[src/rtl/usb_tx_arbiter.sv]
// Purpose : shares one USB coder TX path between N packet sources, one packet per grant.
// Latency : grant/ack registered 1 clk after a request is seen in IDLE; data mux is combinational.
// Backpressure: new requests wait until the in-flight packet and its gap finish; the coder paces bytes via cd_rdreq.
//
// Ports:
//   clk, n_rst                      FCLK_OUT domain clock, async active-low reset
//   src_tx_rdy/src_tx_ack           per-source packet pending level / accept pulse
//   src_d/src_last_byte/src_rdreq   per-source byte stream and byte-advance strobe
//   cd_tx_rdy/cd_d/cd_last_byte     muxed packet stream towards the coder
//   cd_rdreq/cd_pck_sent            coder byte-consume strobe and packet-complete pulse
//   grant/busy/timeout_err          status: one-hot owner, in-flight flag, watchdog abort pulse
module usb_tx_arbiter #(
    parameter int N          = 2,
    parameter int PRIO_MODE  = 0,
    parameter int GAP_CYCLES = 4,
    parameter int TIMEOUT    = 65535
) (
    input  logic             clk,
    input  logic             n_rst,
    input  logic [N-1:0]     src_tx_rdy,
    output logic [N-1:0]     src_tx_ack,
    input  logic [8*N-1:0]   src_d,
    input  logic [N-1:0]     src_last_byte,
    output logic [N-1:0]     src_rdreq,
    output logic             cd_tx_rdy,
    output logic [7:0]       cd_d,
    output logic             cd_last_byte,
    input  logic             cd_rdreq,
    input  logic             cd_pck_sent,
    output logic [N-1:0]     grant,
    output logic             busy,
    output logic             timeout_err
);
    localparam int TW = $clog2(TIMEOUT + 1);
    localparam int GW = (GAP_CYCLES > 1) ? $clog2(GAP_CYCLES) : 1;
    localparam int PW = (N > 1) ? $clog2(N) : 1;

    typedef enum logic [1:0] {S_IDLE, S_ACK, S_BUSY, S_GAP} state_t;

    state_t          state_q, state_d;
    logic [N-1:0]    grant_q, grant_d;
    logic [N-1:0]    ack_q, ack_d;
    logic            cd_rdy_q, cd_rdy_d;
    logic            busy_q, busy_d;
    logic            to_q, to_d;
    logic [TW-1:0]   tmr_q, tmr_d;
    logic [GW-1:0]   gap_q, gap_d;
    // Round-robin search start index: one past the last winner (0 after reset).
    logic [PW-1:0]   ptr_q, ptr_d;

    logic [PW-1:0]   win_idx;
    logic [PW-1:0]   nxt_ptr;
    logic            found;

    // Arbitration: pick the winning index among pending sources.
    always_comb begin
        win_idx = '0;
        found   = 1'b0;
        if (PRIO_MODE == 1) begin
            for (int i = N - 1; i >= 0; i--) begin
                if (src_tx_rdy[i]) begin
                    win_idx = PW'(i);
                    found   = 1'b1;
                end
            end
        end else begin
            for (int k = 0; k < N; k++) begin
                if (!found && src_tx_rdy[(int'(ptr_q) + k) % N]) begin
                    win_idx = PW'((int'(ptr_q) + k) % N);
                    found   = 1'b1;
                end
            end
        end
    end

    // Data path muxes driven from the registered grant.
    always_comb begin
        cd_d    = '0;
        nxt_ptr = '0;
        for (int i = 0; i < N; i++) begin
            if (grant_q[i]) begin
                cd_d    = src_d[8*i +: 8];
                nxt_ptr = PW'((i + 1) % N);
            end
        end
    end

    assign cd_last_byte = (state_q == S_BUSY) & (|(src_last_byte & grant_q));
    assign src_rdreq    = {N{cd_rdreq & (state_q == S_BUSY)}} & grant_q;

    always_comb begin
        state_d  = state_q;
        grant_d  = grant_q;
        ack_d    = '0;
        cd_rdy_d = cd_rdy_q;
        busy_d   = busy_q;
        to_d     = 1'b0;
        tmr_d    = tmr_q;
        gap_d    = gap_q;
        ptr_d    = ptr_q;
        case (state_q)
            S_IDLE: begin
                if (found) begin
                    state_d          = S_ACK;
                    grant_d          = '0;
                    grant_d[win_idx] = 1'b1;
                    ack_d            = '0;
                    ack_d[win_idx]   = 1'b1;
                    cd_rdy_d         = 1'b1;
                    busy_d           = 1'b1;
                end
            end
            S_ACK: begin
                state_d = S_BUSY;
                tmr_d   = '0;
                ptr_d   = nxt_ptr;
            end
            S_BUSY: begin
                // pck_sent takes precedence over a coincident watchdog expiry.
                if (cd_pck_sent || (tmr_q == TW'(TIMEOUT - 1))) begin
                    to_d     = ~cd_pck_sent;
                    cd_rdy_d = 1'b0;
                    gap_d    = '0;
                    if (GAP_CYCLES == 0) begin
                        state_d = S_IDLE;
                        grant_d = '0;
                        busy_d  = 1'b0;
                    end else begin
                        state_d = S_GAP;
                    end
                end else begin
                    tmr_d = tmr_q + TW'(1);
                end
            end
            S_GAP: begin
                if (gap_q == GW'(GAP_CYCLES - 1)) begin
                    state_d = S_IDLE;
                    grant_d = '0;
                    busy_d  = 1'b0;
                end else begin
                    gap_d = gap_q + GW'(1);
                end
            end
            default: begin
                state_d = S_IDLE;
                grant_d = '0;
                busy_d  = 1'b0;
            end
        endcase
    end

    always_ff @(posedge clk or negedge n_rst) begin
        if (!n_rst) begin
            state_q  <= S_IDLE;
            grant_q  <= '0;
            ack_q    <= '0;
            cd_rdy_q <= 1'b0;
            busy_q   <= 1'b0;
            to_q     <= 1'b0;
            tmr_q    <= '0;
            gap_q    <= '0;
            ptr_q    <= '0;
        end else begin
            state_q  <= state_d;
            grant_q  <= grant_d;
            ack_q    <= ack_d;
            cd_rdy_q <= cd_rdy_d;
            busy_q   <= busy_d;
            to_q     <= to_d;
            tmr_q    <= tmr_d;
            gap_q    <= gap_d;
            ptr_q    <= ptr_d;
        end
    end

    assign grant       = grant_q;
    assign src_tx_ack  = ack_q;
    assign cd_tx_rdy   = cd_rdy_q;
    assign busy        = busy_q;
    assign timeout_err = to_q;
endmodule
[config.mk]
export PLATFORM = sky130hd
export DESIGN_NAME = usb_tx_arbiter
export DESIGN_NICKNAME = d
export VERILOG_FILES = /design/src/rtl/usb_tx_arbiter.sv
export SDC_FILE = /design/constraint.sdc
export NUM_CORES = 1
export LEC_CHECK = 0
export CORE_UTILIZATION = 45
export CTS_CLUSTER_SIZE = 28
export DETAILED_ROUTE_END_ITERATION = 10
export PLACE_DENSITY = 0.79
export SLEW_MARGIN = 20
export SYNTH_ARGS = -nofsm -noshare
export SYNTH_HDL_FRONTEND = slang
export SYNTH_SLANG_ARGS = --single-unit
[constraint.sdc]
create_clock -name clk -period 1.94 [get_ports clk]
set_input_delay 0.388 -clock clk [delete_from_list [all_inputs] [get_ports clk]]
set_output_delay 0.388 -clock clk [all_outputs]
set_load 0.005 [all_outputs]
==> flow_metrics.env <==
export IMPL_period_minus_slack_ns=1.88
export IMPL_drc=0
export IMPL_dpl_cell_area_mm2=0.00239
export IMPL_cts_sinks=28
export IMPL_core_area_mm2=0.00369
export IMPL_hold_path_class="primary input to async pin"
export IMPL_via_per_inst=5.86
export IMPL_cp_start_kind="flip-flop"
export IMPL_antenna_found_initial=0
export IMPL_overflow=0
export IMPL_synth_avg_cell_area_um2=9.15
export IMPL_grt_max_degree=29
export IMPL_yosys_area_top_type="dfrtp_1"
export IMPL_cts_buffers=3
export IMPL_totalWireLength_um=4910
export IMPL_dieArea_mm2=0.00414
export IMPL_cts_tree="yes"
export IMPL_ys_seq_area_share_pct=40.1
export IMPL_endpoint_kind="flip-flop"
export IMPL_io_pins=42
export IMPL_layout_nets=295
export IMPL_power_leakage_nw=1.15
export IMPL_wl_met2_um=2320
export IMPL_fillers=283
export IMPL_cp_startpoint="state_q[0]"
export IMPL_antennaDiodeCount=0
export IMPL_relSlewSlack_pct=71.6
export IMPL_p_int_w=0.00173
export IMPL_final_core_util_pct=69.3
export IMPL_clk_path_buf_depth=2
export IMPL_grt_pass1_vias=1633
export IMPL_rr_worst_depth=7
export IMPL_finClkSkew_ns=0.00102
export IMPL_clk_latency_ns=0.27
export IMPL_reg2reg_from="state_q[0]"
export IMPL_synthCells=191
export IMPL_dr_pass1_iters=4
export IMPL_seqPwrFrac_pct=28.6
export IMPL_outcome="complete, no violations"
export IMPL_power_switching_w=0.000982
export IMPL_reg2reg_slack_ns=0.06
export IMPL_synth_edf_count=0
export IMPL_topRoutingLayerUsed="met4"
export IMPL_pwr_share_comb_pct=54.5
export IMPL_finalMaxSlewViolations=0
export IMPL_worst_r2r_endpoint="tmr_q[12]"
export IMPL_postCtsHoldBufs=0
export IMPL_hold_viol=0
export IMPL_cp_num_cells=7
export IMPL_gp_congestion=0.830
export IMPL_ant_nets=0
export IMPL_root_buffer="clkbuf_8"
export IMPL_cp_data_arrival_time_ns=2.07
export IMPL_tns_ns=0
export IMPL_synthToLayoutAreaGrowth_pct=46.2
export IMPL_path_class="flip-flop to flip-flop"
export IMPL_worst_pin_slew_ns=0.422
export IMPL_htree_levels=1
export IMPL_crit_end="tmr_q[12]"
export IMPL_yosys_warnings=0
export IMPL_design_area_mm2=0.00255
export IMPL_fin_crit_sh_pct=97.1
export IMPL_p_per_area_mw_per_mm2=1060
export IMPL_crit_slowest_cell="or4_1"
export IMPL_multiInputGateArea_mm2=0.00102
export IMPL_async_reset_ff_share_pct=100
export IMPL_die_h_um=64.3
export IMPL_dp_hpwl_um=3340
export IMPL_worstPathRequired_ns=2.12
export IMPL_grt_pass1_wl_um=7870
export IMPL_cap_violations=0
export IMPL_rows=22
export IMPL_start_util_pct=47.4
export IMPL_groute_usage_overall_pct=24.6
export IMPL_synth_distinct_cells=41
export IMPL_crit_buf_inv=2
export IMPL_portBuffers=41
export IMPL_p_clk_share_pct=17.0
export IMPL_drtIter0Drc=119
export IMPL_clkTransAtPathRegs_ns=0.10
export IMPL_seqCellArea_um2=703
export IMPL_wl_per_cell_um=15.8
export IMPL_fmax_mhz=531
export IMPL_slowest_delay_ns=0.49
export IMPL_met3_length_um=322
export IMPL_crit_family="simple AND/OR/NAND/NOR gates"
export IMPL_ys_ff_latch=28
export IMPL_num_vias=1816
export IMPL_drive_gt1_share_pct=19.5
export IMPL_irDropWorstVdd_mv=0.788
export IMPL_power_w=0.00271
export IMPL_syn_area_mm2=0.00175
export IMPL_setup_viol=0
export IMPL_synth_top_area_share_pct=40.1
export IMPL_crit_path_max_fanout=2
export IMPL_synth_nets=223
export IMPL_drt_met1_wl_um=2240
export IMPL_ys_flop_type="dfrtp_1"
export IMPL_die_x_um=64.3
export IMPL_path_cells="inv_2 -> ha_4 -> buf_4 -> nand2b_1 -> or3_1 -> or4_1 -> o211ai_1"
export IMPL_synth_area_top_cells="dfrtp_1 (40%), ha_1 (5.7%), nand2_1 (5.2%), a22o_1 (3.5%), mux2i_1 (3.4%)"
export IMPL_swShare_pct=36.2
## area by class of cell
| type | count | share of cell area [%] |
|---|---|---|
| tap | 48 | 2.35 |
| inverter | 12 | 1.76 |
| clock buffer | 3 | 1.62 |
| timing repair buffer | 74 | 25.8 |
| multi-input combinational | 144 | 39.8 |
| clock inverter | 1 | 1.18 |
| sequential | 28 | 27.5 |
## cells in the final DEF (no fill, tap or decap), drive strengths merged, types with 3 or more instances in the layout
cell,netlist,final
mux2i,6,6
and3,6,6
o211ai,5,5
dfrtp,28,28
nand2,24,24
inv,12,12
clkdlybuf4s50,0,30
a21oi,8,8
ha,8,8
clkbuf,6,3
dlygate4sd2,0,8
o311ai,4,4
nand2b,3,3
nor4,4,4
buf,1,33
or4,4,4
nand4,7,7
or3,3,3
nor2,11,11
a31oi,6,6
nand3,5,5
nor3,3,3
o2bb2ai,4,4
nor2b,3,3
o21ai,7,7
a22o,7,7
## per-layer routing
metal | global-route usage, % | vias to the layer above
met5 | 0 | -
met4 | 5.83 | 0
met3 | 3.21 | 5
met2 | 37.9 | 77
met1 | 36.3 | 868
li1 | - | 866
## worst min path at each step
stage / start / to / cells after the start
floorplan: n_rst / busy / 0
global placement: ptr_q / src_tx_ack[0] / 1
detailed placement: ptr_q / src_tx_ack[0] / 1
CTS: ptr_q / src_tx_ack[0] / 1
global route: ptr_q / src_tx_ack[0] / 1
finish: n_rst / tmr_q[15] / 2
## power by group through the flow
stage | combinational, W | sequential [W] | clock (W)
5_1_grt | 0.00162 | 0.000788 | 0.000489
2_1_floorplan | 0.000672 | 0.000806 | 0
6_report | 0.00148 | 0.000775 | 0.000461
3_5_place_dp | 0.00136 | 0.000781 | 0
3_3_place_gp | 0.00133 | 0.000777 | 0
4_1_cts | 0.00141 | 0.000769 | 0.000468
## through the flow
step	instances	worst slack (ns)	hold slack, ns
after floorplan	191	0.0398	0.0924
after global placement	299	-0.133	0.460
after detailed placement	299	-0.177	0.456
after CTS	308	-0.00989	0.469
after global routing	310	-0.0126	0.492
final	310	0.0563	0.469
## registers in the layout, summed over array words and instances (netlist names)
signal       cells
state_q          2
ptr_q            1
busy             1
cd_tx_rdy        1
timeout_err      1
src_tx_ack       2
tmr_q           16
grant            2
gap_q            2
## cell usage after synthesis (2+ instances only)
cell type,number
ha_1,8
o21ai_0,6
nor4_1,3
nor2_1,11
o2bb2ai_1,4
nand2b_1,3
clkbuf_1,6
inv_1,12
o31ai_1,2
mux2i_1,6
a221o_1,2
o211ai_1,5
or3_1,2
nand4_1,5
and3_1,6
dfrtp_1,28
o311ai_0,4
nor3_1,3
o22ai_1,2
nand3_1,5
nor3b_1,2
a22o_1,7
nand2_1,24
a31oi_1,6
or4_1,4
a21oi_1,8
nor2b_1,3
## logic make-up after synthesis
group,after synthesis,share of synthesized area [%]
mux,7,4.08
flops,28,40.1
compound gates,51,20.8
buf+inv,19,4.15
simple gates,78,25.1
fa+ha+maj,8,5.73
## timing repair
| action | 4_1_cts | 5_1_grt |
|---|---|---|
| pin swaps | 0 | 2 |
| cloned | 0 | 0 |
| setup buffers | 5 | 2 |
| endpoints found under the hold margin | 0 | 0 |
| gates resized for setup | 12 | 14 |
| endpoints found under the setup margin | 11 | 12 |
Note: power is estimated with default switching activity, not from simulation.
